File: src/rtl/fir_proc_pkg.sv
// rtl/fir_proc_pkg.sv - shared constants, fsm state enum and pc helper for the FIR processor
//
// Purpose : common definitions imported by the fetch sequencer, its interface and call stack.
// Contents: ADDR_W / INSTR_W widths, fsm_state_t (IDLE/RUN/HALT/ERROR), pc_inc() wrap-around add.
package fir_proc_pkg;

  localparam int ADDR_W  = 12;
  localparam int INSTR_W = 19;

  typedef enum logic [1:0] {
    IDLE  = 2'd0,
    RUN   = 2'd1,
    HALT  = 2'd2,
    ERROR = 2'd3
  } fsm_state_t;

  // Sequential successor of a program counter; wraps 2**ADDR_W-1 -> 0 silently.
  function automatic logic [ADDR_W-1:0] pc_inc(input logic [ADDR_W-1:0] pc);
    return pc + ADDR_W'(1);
  endfunction

endpackage

File: src/rtl/fetch_sequencer_if.sv
// rtl/fetch_sequencer_if.sv - instruction memory, decode handshake and redirect bundle
//
// Purpose : groups the signals between the fetch sequencer, the async instruction memory
//           and the decode stage.
// Signals : im_addr/im_instr       memory address out, read data back (same cycle)
//           instr/instr_pc         registered instruction and its address
//           instr_valid/ready      decode handshake, fire = valid & ready
//           jump_*/call_*/ret_en   redirect requests, sampled on fire only
//           halt_en                stop after the firing instruction
// Modports: master = fetch sequencer side, slave = memory/decode side.
interface fetch_sequencer_if
  import fir_proc_pkg::*;
#(
  parameter int AW = ADDR_W,
  parameter int IW = INSTR_W
);

  logic [AW-1:0] im_addr;
  logic [IW-1:0] im_instr;
  logic [IW-1:0] instr;
  logic [AW-1:0] instr_pc;
  logic          instr_valid;
  logic          instr_ready;
  logic          jump_en;
  logic [AW-1:0] jump_target;
  logic          call_en;
  logic [AW-1:0] call_target;
  logic          ret_en;
  logic          halt_en;

  modport master (
    output im_addr,
    input  im_instr,
    output instr,
    output instr_pc,
    output instr_valid,
    input  instr_ready,
    input  jump_en,
    input  jump_target,
    input  call_en,
    input  call_target,
    input  ret_en,
    input  halt_en
  );

  modport slave (
    input  im_addr,
    output im_instr,
    input  instr,
    input  instr_pc,
    input  instr_valid,
    output instr_ready,
    output jump_en,
    output jump_target,
    output call_en,
    output call_target,
    output ret_en,
    output halt_en
  );

endinterface

File: src/rtl/fetch_sequencer_call_stack.sv
// rtl/fetch_sequencer_call_stack.sv - LIFO of return addresses for call/ret
//
// Purpose : DEPTH-entry return-address stack. The caller never issues push and pop in the
//           same cycle; push when full and pop when empty are dropped here as a safety net.
// Ports   : clk, rst_n (sync active-low), clear (empty the stack), push/push_data, pop,
//           top (current top entry, undefined when empty), full, empty.
module call_stack #(
  parameter int DEPTH = 4,
  parameter int WIDTH = 12
) (
  input  logic             clk,
  input  logic             rst_n,
  input  logic             clear,
  input  logic             push,
  input  logic [WIDTH-1:0] push_data,
  input  logic             pop,
  output logic [WIDTH-1:0] top,
  output logic             full,
  output logic             empty
);

  localparam int PW = $clog2(DEPTH);

  logic [WIDTH-1:0] mem [DEPTH];
  logic [PW:0]      cnt;
  logic [PW-1:0]    wr_idx;
  logic [PW-1:0]    top_idx;
  logic             do_push;
  logic             do_pop;

  // cnt holds DEPTH+1 distinct values; its low bits are the next free slot.
  assign wr_idx  = cnt[PW-1:0];
  assign top_idx = wr_idx - PW'(1);
  assign full    = (cnt == (PW+1)'(DEPTH));
  assign empty   = (cnt == '0);
  assign top     = mem[top_idx];

  assign do_push = push && !full && !clear;
  assign do_pop  = pop && !empty && !clear && !push;

  always_ff @(posedge clk) begin
    if (!rst_n) begin
      cnt <= '0;
    end else if (clear) begin
      cnt <= '0;
    end else if (do_push) begin
      cnt <= cnt + (PW+1)'(1);
    end else if (do_pop) begin
      cnt <= cnt - (PW+1)'(1);
    end
  end

  // Storage needs no reset: an entry is only read after it has been pushed.
  always_ff @(posedge clk) begin
    if (do_push) begin
      mem[wr_idx] <= push_data;
    end
  end

endmodule

File: src/rtl/fetch_sequencer.sv
// rtl/fetch_sequencer.sv - program counter and fetch controller for the FIR instruction memory
//
// Purpose : drives the async instruction memory address, registers the returned word and
//           offers it to decode on a valid/ready handshake. Handles jump, call, return,
//           halt and stack error trapping.
// Ports   : clk, rst_n (sync active-low), start (honoured in IDLE/HALT),
//           bus (fetch_sequencer_if.master: memory, decode handshake, redirects),
//           busy (state is RUN), err_overflow / err_underflow (sticky until reset).
module fetch_sequencer
  import fir_proc_pkg::*;
#(
  parameter int                         STACK_DEPTH = 4,
  parameter logic [fir_proc_pkg::ADDR_W-1:0] RESET_PC = '0
) (
  input  logic                clk,
  input  logic                rst_n,
  input  logic                start,
  fetch_sequencer_if.master   bus,
  output logic                busy,
  output logic                err_overflow,
  output logic                err_underflow
);

  fsm_state_t         state_q;
  fsm_state_t         state_d;
  logic [INSTR_W-1:0] instr_q;
  logic [ADDR_W-1:0]  instr_pc_q;
  logic               err_ovf_q;
  logic               err_unf_q;

  logic [ADDR_W-1:0]  pc_next;
  logic               fire;
  logic               load;
  logic               stk_clear;
  logic               stk_push;
  logic               stk_pop;
  logic               set_ovf;
  logic               set_unf;
  logic [ADDR_W-1:0]  stk_top;
  logic               stk_full;
  logic               stk_empty;

  call_stack #(
    .DEPTH (STACK_DEPTH),
    .WIDTH (ADDR_W)
  ) u_stack (
    .clk       (clk),
    .rst_n     (rst_n),
    .clear     (stk_clear),
    .push      (stk_push),
    .push_data (pc_inc(instr_pc_q)),
    .pop       (stk_pop),
    .top       (stk_top),
    .full      (stk_full),
    .empty     (stk_empty)
  );

  // instr_valid comes only from the state register, so ready never reaches it combinationally.
  assign fire = (state_q == RUN) && bus.instr_ready;

  always_comb begin
    state_d   = state_q;
    pc_next   = instr_pc_q;
    load      = 1'b0;
    stk_clear = 1'b0;
    stk_push  = 1'b0;
    stk_pop   = 1'b0;
    set_ovf   = 1'b0;
    set_unf   = 1'b0;

    unique case (state_q)
      IDLE, HALT: begin
        pc_next = RESET_PC;
        if (start) begin
          load      = 1'b1;
          stk_clear = 1'b1;
          state_d   = RUN;
        end
      end

      RUN: begin
        // Without fire pc_next stays at instr_pc: the memory re-reads the held word.
        if (fire) begin
          if (bus.halt_en) begin
            state_d = HALT;
          end else if (bus.jump_en) begin
            pc_next = bus.jump_target;
            load    = 1'b1;
          end else if (bus.call_en) begin
            if (stk_full) begin
              set_ovf = 1'b1;
              state_d = ERROR;
            end else begin
              stk_push = 1'b1;
              pc_next  = bus.call_target;
              load     = 1'b1;
            end
          end else if (bus.ret_en) begin
            if (stk_empty) begin
              set_unf = 1'b1;
              state_d = ERROR;
            end else begin
              stk_pop = 1'b1;
              pc_next = stk_top;
              load    = 1'b1;
            end
          end else begin
            pc_next = pc_inc(instr_pc_q);
            load    = 1'b1;
          end
        end
      end

      ERROR: begin
        // Trapped until reset; start is deliberately ignored.
      end

      default: begin
        state_d = IDLE;
      end
    endcase
  end

  always_ff @(posedge clk) begin
    if (!rst_n) begin
      state_q    <= IDLE;
      instr_q    <= '0;
      instr_pc_q <= '0;
      err_ovf_q  <= 1'b0;
      err_unf_q  <= 1'b0;
    end else begin
      state_q <= state_d;
      if (load) begin
        instr_q    <= bus.im_instr;
        instr_pc_q <= pc_next;
      end
      if (set_ovf) begin
        err_ovf_q <= 1'b1;
      end
      if (set_unf) begin
        err_unf_q <= 1'b1;
      end
    end
  end

  assign bus.im_addr     = pc_next;
  assign bus.instr       = instr_q;
  assign bus.instr_pc    = instr_pc_q;
  assign bus.instr_valid = (state_q == RUN);
  assign busy            = (state_q == RUN);
  assign err_overflow    = err_ovf_q;
  assign err_underflow   = err_unf_q;

endmodule
File: src/flat_wrapper.sv
// flat-port wrapper written by rule: the top's interface ports become plain ports
module fetch_sequencer_flat import fir_proc_pkg::*;
#(
  parameter int                         STACK_DEPTH = 4,
  parameter logic [fir_proc_pkg::ADDR_W-1:0] RESET_PC = '0
)
  (clk, rst_n, start, busy, err_overflow, err_underflow, bus_im_addr, bus_im_instr, bus_instr, bus_instr_pc, bus_instr_valid, bus_instr_ready, bus_jump_en, bus_jump_target, bus_call_en, bus_call_target, bus_ret_en, bus_halt_en);
  fetch_sequencer_if bus_i ();
  input  logic clk;
  input  logic rst_n;
  input  logic start;
  output logic busy;
  output logic err_overflow;
  output logic err_underflow;
  output wire logic [$bits(bus_i.im_addr)-1:0] bus_im_addr;
  input wire logic [$bits(bus_i.im_instr)-1:0] bus_im_instr;
  output wire logic [$bits(bus_i.instr)-1:0] bus_instr;
  output wire logic [$bits(bus_i.instr_pc)-1:0] bus_instr_pc;
  output wire logic [$bits(bus_i.instr_valid)-1:0] bus_instr_valid;
  input wire logic [$bits(bus_i.instr_ready)-1:0] bus_instr_ready;
  input wire logic [$bits(bus_i.jump_en)-1:0] bus_jump_en;
  input wire logic [$bits(bus_i.jump_target)-1:0] bus_jump_target;
  input wire logic [$bits(bus_i.call_en)-1:0] bus_call_en;
  input wire logic [$bits(bus_i.call_target)-1:0] bus_call_target;
  input wire logic [$bits(bus_i.ret_en)-1:0] bus_ret_en;
  input wire logic [$bits(bus_i.halt_en)-1:0] bus_halt_en;
  assign bus_im_addr = bus_i.im_addr;
  assign bus_i.im_instr = bus_im_instr;
  assign bus_instr = bus_i.instr;
  assign bus_instr_pc = bus_i.instr_pc;
  assign bus_instr_valid = bus_i.instr_valid;
  assign bus_i.instr_ready = bus_instr_ready;
  assign bus_i.jump_en = bus_jump_en;
  assign bus_i.jump_target = bus_jump_target;
  assign bus_i.call_en = bus_call_en;
  assign bus_i.call_target = bus_call_target;
  assign bus_i.ret_en = bus_ret_en;
  assign bus_i.halt_en = bus_halt_en;
  fetch_sequencer #(.STACK_DEPTH(STACK_DEPTH), .RESET_PC(RESET_PC)) u_core (.clk(clk), .rst_n(rst_n), .start(start), .bus(bus_i), .busy(busy), .err_overflow(err_overflow), .err_underflow(err_underflow));
endmodule
File: config.mk
export PLATFORM = sky130hd
export DESIGN_NAME = fetch_sequencer_flat
export DESIGN_NICKNAME = d
export VERILOG_FILES = /design/src/rtl/fir_proc_pkg.sv /design/src/rtl/fetch_sequencer_if.sv /design/src/rtl/fetch_sequencer_call_stack.sv /design/src/rtl/fetch_sequencer.sv /design/src/flat_wrapper.sv
export SDC_FILE = /design/constraint.sdc
export NUM_CORES = 1
export LEC_CHECK = 0
export ABC_AREA = 1
export CELL_PAD_IN_SITES_DETAIL_PLACEMENT = 0
export CELL_PAD_IN_SITES_GLOBAL_PLACEMENT = 1
export CORE_AREA = 2 2 117 119
export CTS_CLUSTER_DIAMETER = 80
export CTS_CLUSTER_SIZE = 24
export DETAILED_ROUTE_END_ITERATION = 10
export DIE_AREA = 0 0 119 121
export PLACE_DENSITY = 0.84
export SYNTH_ARGS = -nofsm -noshare
export SYNTH_HDL_FRONTEND = slang
export SYNTH_SLANG_ARGS = --single-unit
File: constraint.sdc
create_clock -name clk -period 3.15 [get_ports clk]
set_input_delay 0.63 -clock clk [delete_from_list [all_inputs] [get_ports clk]]
set_output_delay 0.63 -clock clk [all_outputs]
set_load 0.01 [all_outputs]
== After elaboration in Yosys (flattened, before gate mapping) ==
Memories as Yosys holds them, arrays and structs flattened.
Index checks and enable logic that the tools add are counted.
Cells by class
  equality and inequality tests: 9
  reduce and logical (&&, ||, !) cells: 17
  mux-type cells: 55
  bitwise gates (word level): 1
  $add $sub $neg: 4
Operators by type and width (count)
  2-to-1 mux 12 bit: 7
  2-to-1 mux 1 bit: 35
  case mux 12 bit (2 select lines): 1
  2-to-1 mux 2 bit: 8
  adder 12 x 1 -> 12 bit, second input constant: 1
  != test 4 x 1 -> 1 bit, second input constant: 2
  AND reduction 7 bit: 1
  logical AND 1 bit: 6
  2-to-1 mux 3 bit: 2
  zero test 1 bit: 4
  != test 4 x 2 -> 1 bit, second input constant: 1
  case mux 2 bit (2 select lines): 1
  nonzero test 2 bit: 2
  OR reduction 2 bit: 2
  adder 3 x 1 -> 3 bit, second input constant: 1
  equality test 3 bit, second input constant: 1
  zero test 3 bit: 1
  != test 3 x 2 -> 1 bit, second input constant: 1
  subtractor 3 x 1 -> 3 bit, second input constant: 1
  equality test 2 x 1 -> 1 bit, second input constant: 1
  equality test 2 bit, second input constant: 1
  zero test 2 bit: 1
  != test 2 x 1 -> 1 bit, second input constant: 1
  != test 2 bit, second input constant: 1
  other kinds (3): 3
Word-level totals
  output and inout bits: 47
  bits in writable memories: 48
  register bits after elaboration: 38
  logic and storage cells: 93
  bits of input ports: 51
  memories: 1
Memory list
  u_core.u_stack.mem: words 4, bits a word 12, rd ports 1, clocked after Yosys merged registers in 0, write ports 1, RTL line fetch_sequencer_call_stack.sv:24  | logic [WIDTH-1:0] mem [DEPTH];

== Depth between registers and ports, before layout ==
Gate-level depths: netlist (run 1).
  depth in word-level cells: 13
  depth in mapped cells: 19
  depth with buffers taken out: 16

== Modules after synthesis ==
Synthesis (run 1) repeated with hierarchy kept, for this count alone.
Second synthesis, totals
  cell total of the unflattened synthesis: 525
  area, all modules: 4289.1 sq um
By module, submodules not included
  fetch_sequencer: cells an instance 365, instances 1, area an instance 2237.1 sq um
  call_stack: cells an instance 160, instances 1, area an instance 2052.0 sq um

== Least setup slack after synthesis (run 1) ==
Ideal clock, no wire load.
  kind: reg2out
  start: reg u_core.u_stack.cnt[0]
  end: out bus_im_addr[8]
  data arrival time: 1982 ps
  cell stages (with the launch flop): 15
  slack: 538 ps
  cells stage by stage: dfxtp_1 > buf_2 > inv_2 > buf_4 > ha_1 > inv_1 > buf_2 > o21ai_0 > o21ai_0 > o21ai_0 > o21ai_1 > nand2_1 > nand2_1 > nand2_1 > nand2_1
Between the ends
  cells in the longest elaborated chain, start to end: 9
  elaborated cells between the ends (all ways): 12
RTL lines
  start: declaration: RTL line fetch_sequencer_call_stack.sv:25  | logic [PW:0] cnt;
  start signal: assignment: RTL line fetch_sequencer_call_stack.sv:47  | cnt <= cnt + (PW+1)'(1);
  start signal: assignment: RTL line fetch_sequencer_call_stack.sv:49  | cnt <= cnt - (PW+1)'(1);
  subtractor 2 x 1 -> 2 bit: RTL line fetch_sequencer_call_stack.sv:33  | assign top_idx = wr_idx - PW'(1);
  net u_core.u_stack.top_idx[0]: RTL line fetch_sequencer_call_stack.sv:27  | logic [PW-1:0] top_idx;
  memory read (4 x 12 bit)
  2-to-1 mux 12 bit: RTL line fetch_sequencer.sv:99  | if (stk_empty) begin
  2-to-1 mux 12 bit: RTL line fetch_sequencer.sv:98  | end else if (bus.ret_en) begin
  2-to-1 mux 12 bit: RTL line fetch_sequencer.sv:89  | end else if (bus.call_en) begin
  2-to-1 mux 12 bit: RTL line fetch_sequencer.sv:86  | end else if (bus.jump_en) begin
  2-to-1 mux 12 bit: RTL line fetch_sequencer.sv:84  | if (bus.halt_en) begin
  2-to-1 mux 12 bit: RTL line fetch_sequencer.sv:83  | if (fire) begin
  case mux 12 bit (2 select lines): RTL line fetch_sequencer.sv:71  | unique case (state_q)
  end: declaration: RTL line flat_wrapper.sv:15  | output wire logic [$bits(bus_i.im_addr)-1:0] bus_im_addr;
The timed path passes the listed nets, and every way through them passes these cells.

== Worst setup path after layout (run 1) ==
  start: in bus_ret_en
  end: out bus_im_addr[5]
Between the ends
  cells in the longest elaborated chain, start to end: 6
RTL lines
  start: declaration: RTL line flat_wrapper.sv:25  | input wire logic [$bits(bus_i.ret_en)-1:0] bus_ret_en;
  2-to-1 mux 12 bit: RTL line fetch_sequencer.sv:98
  2-to-1 mux 12 bit: RTL line fetch_sequencer.sv:89
  2-to-1 mux 12 bit: RTL line fetch_sequencer.sv:86
  2-to-1 mux 12 bit: RTL line fetch_sequencer.sv:84
  2-to-1 mux 12 bit: RTL line fetch_sequencer.sv:83
  case mux 12 bit (2 select lines): RTL line fetch_sequencer.sv:71
No other way between the ends.

==> results of run 1 <==
==> registers in the layout, indices dropped and copies added, names as in the netlist <==
register,count
u_core.u_stack.mem,48
u_core.bus.instr,19
u_core.bus.instr_pc,12
u_core.u_stack.cnt,3
u_core.state_q,2
u_core.err_overflow,1
u_core.err_underflow,1
==> through the flow <==
step | setup slack, ps | power (W)
6_report | 149.6 | 0.002945
5_1_grt | 3.135 | 0.003064
4_1_cts | 123.5 | 0.002956
3_5_place_dp | -122.4 | 0.001764
3_3_place_gp | -130.4 | 0.001757
2_1_floorplan | 538.3 | 0.001523
==> power by group <==
group | switching [W] | internal (W)
logic | 0.000248 | 0.000231
clock network | 0.000491 | 0.000713
registers | 0.0000327 | 0.00123
==> what timing repair did <==
| action | 4_1_cts | 5_1_grt |
|---|---|---|
| buffers inserted | 2 | 0 |
| endpoints found under the hold margin | 0 | 0 |
| cloned | 1 | 0 |
| gates resized for setup | 22 | 7 |
| pin swaps | 2 | 0 |
| setup endpoints to repair | 12 | 4 |
==> tightest hold or removal path: cells and delay by family (launching register included) <==
| family | cells | cell delay, ps |
|---|---|---|
| compound gates | 1 | 50 |
| flops | 1 | 340 |
| simple gates | 1 | 70 |
==> cell type report <==
cell class / instances / area [um2]
Fill cell: 1244 / 6613
Sequential cell: 86 / 2206
Multi-Input combinational cell: 440 / 2059
Timing Repair Buffer: 148 / 1365
Inverter: 75 / 284.0
Clock buffer: 9 / 225.2
Tap cell: 176 / 220.2
Clock inverter: 7 / 112.6
==> Yosys cell counts, types with 3 or more instances <==
master      n  share of area
a21oi_1    14          0.015
edfxtp_1   48           0.30
nor2_1     79          0.062
nor2_4      3         0.0071
nand3_1    41          0.043
o21ai_0    51          0.054
o21ai_1    18          0.019
buf_2       8         0.0084
a22oi_1     3         0.0047
nor2_2      3         0.0040
nand2_1   192           0.15
xor2_1      3         0.0055
dfxtp_1    38           0.16
clkbuf_8    3         0.0087
buf_4       6         0.0095
buf_6       4         0.0095
o22ai_1     6         0.0079
inv_2       3         0.0024
inv_1      71          0.056
a211oi_1    3         0.0047
ha_1        6          0.016
==> path summary, 6_finish.rpt <==
kind | end
max | bus_im_addr[5]
min | u_core.err_overflow
max reg2reg | u_core.bus.instr[14]
min reg2reg | u_core.err_overflow
==> kinds of logic (layout without fill, tap and decap cells) <==
| kind of cell | count (synthesis) | after routing |
|---|---|---|
| xor gates and xnor gates | 3 | 3 |
| DFF | 86 | 86 |
| adders and majority gates | 6 | 6 |
| and+or+nand+nor | 330 | 330 |
| buffers and inverters | 104 | 239 |
| AOI/OAI and AO/OA | 101 | 101 |
==> layer usage <==
layer,up-vias,wire length (um),GRT usage
li1,2282,-,-
met1,2066,5873,0.2443
met2,142,6216,0.3208
met3,28,920,0.04370
met4,0,369,0.07589
met5,-,0,0
==> results.toml, run 1 <==
[sta]
max_slew_margin = 0.6927
tns_ps = 0
slew_violations = 0
worst_hold_slack_ps = 490.5
worst_pin_slew_ps = 460.9
finalCritPeriodShare = 0.9525
rsz0062_at_grt = "no"
hold_violations = 0
finalSetupViolCount = 0
timing.fmax_mhz = 333.3
layout_min_cycle_time_ps = 3000
skew_ps = 14.33

[power_and_ir_drop]
power.static_leakage_nw = 2.929
powerDensity_nw_per_um2 = 455.1
vdd_drop_max_mv = 0.2924

[routing]
via_per_inst = 4.801
drcViolationCount = 0
dr.pass1.iters = 5
drt-initial-drc-count = 347
wl_per_cell_um = 14.22
vias = 4518
drtAntennaViolNets = 0
wl_um = 13380

[final_layout]
diodes = 0
drive_gt1_frac = 0.1229
final_common_cell = "nand2_1"
nets = 817
layout_common_cells = "nand2_1 (191), clkdlybuf4s50_1 (84), nor2_1 (79), inv_1 (70), edfxtp_1 (48)"
instances_no_fill = 941
fin_area_um2 = 6472
syn2layout_area_growth_pct = 36.28
fin_util = 0.4946

[synthesis]
synth_xor_area_frac = 0.005532
muxShareOfSynthArea = 0
ys_ff_latch = 86
ys.flop_type = "edfxtp_1"
yosysSeqAreaShare = 0.4636
synth_nets = 687
synth_simple_gate_area_frac = 0.2924
synth_adder_area_share = 0.01581
synthDistinctLibCells = 42
syn_area_um2 = 4750
synth_compound_area_frac = 0.1156
synthCells = 630
yosysWarnings = 0
synth_top_family_by_area = "simple AND/OR/NAND/NOR gates"
synth_area_per_cell_um2 = 7.539
async_reset_ff_frac = 0
synth-edff-count = 48

[clocking]
hold_buffers = 0
cts_max_level = 3
numCtsBuffers = 9
cts_tree = "done"
root_buffer = "clkbuf_16"
cts_buffer_depth = 2
cts.sinks = 86
clkLatencyLatePin_ps = 350
path_clk_slew_ps = 70

[floorplan]
core_um2 = 13090
die_w_um = 119
initial_core_util = 0.3630
fp.dieH_um = 121
ios = 98
dieArea_um2 = 14400
num_rows = 42

[critical_path]
cp.required_ps = 2520
cp_common_cell = "nand2_1"
criticalPathCategory = "input pin to output pin"
cp_top_family = "buffers and inverters"
startpoint_type = "input pin"
critPathArrivalTime_ps = 2370
crit_slowest_cell = "clkdlybuf4s50_1"
crit_start = "bus_ret_en"
rr_worst_depth = 12
cpPeakStageDelay_ps = 520
regToRegStartpoint = "u_core.u_stack.cnt[1]"
cp.depth = 12
cp_num_buf_inv = 4
path_cells = "clkdlybuf4s50_1 > inv_2 > nor2_2 > buf_4 > o21ai_0 > o21ai_0 > o21ai_1 > nand2_1 > nand2_1 > nand2_1 > nand2_1 > dlygate4sd2_1"
r2r_slack_ps = 900
end_kind = "output pin"
critical_path_peak_fanout = 4

[global_route]
antenna_found_initial = 0
grt_pass1_wl_um = 22050
grt_max_degree = 45
globalRouteOverflowTotal = 0
grt_use_total = 0.1930
grt_pass1_vias = 4402

[worst_hold_path]
hold_path_class = "flop to flop"
hold_depth = 2
hp-start = "u_core.err_overflow"

[placed_design]
numPortBuffers = 97
gp_congestion = 0.8301
place_hpwl_um = 9703
placed_cell_area_um2 = 6102
place_inst = 922

[outcome]
status = "complete, no violations"

[run]
drv_cap = 0
No activity file was read; power rests on OpenSTA's default activity.
==> inputs of run 2 (changes only) <==
--- a/config.mk
+++ b/config.mk
@@ -9,7 +9,7 @@
 export CELL_PAD_IN_SITES_DETAIL_PLACEMENT = 0
 export CELL_PAD_IN_SITES_GLOBAL_PLACEMENT = 1
 export CORE_AREA = 2 2 117 119
-export CTS_CLUSTER_DIAMETER = 80
+export CTS_CLUSTER_DIAMETER = 120
 export CTS_CLUSTER_SIZE = 24
 export DETAILED_ROUTE_END_ITERATION = 10
 export DIE_AREA = 0 0 119 121
==> results of run 2 <==
Same layout as run 1: the final DEF is identical, and so are final timing and power.
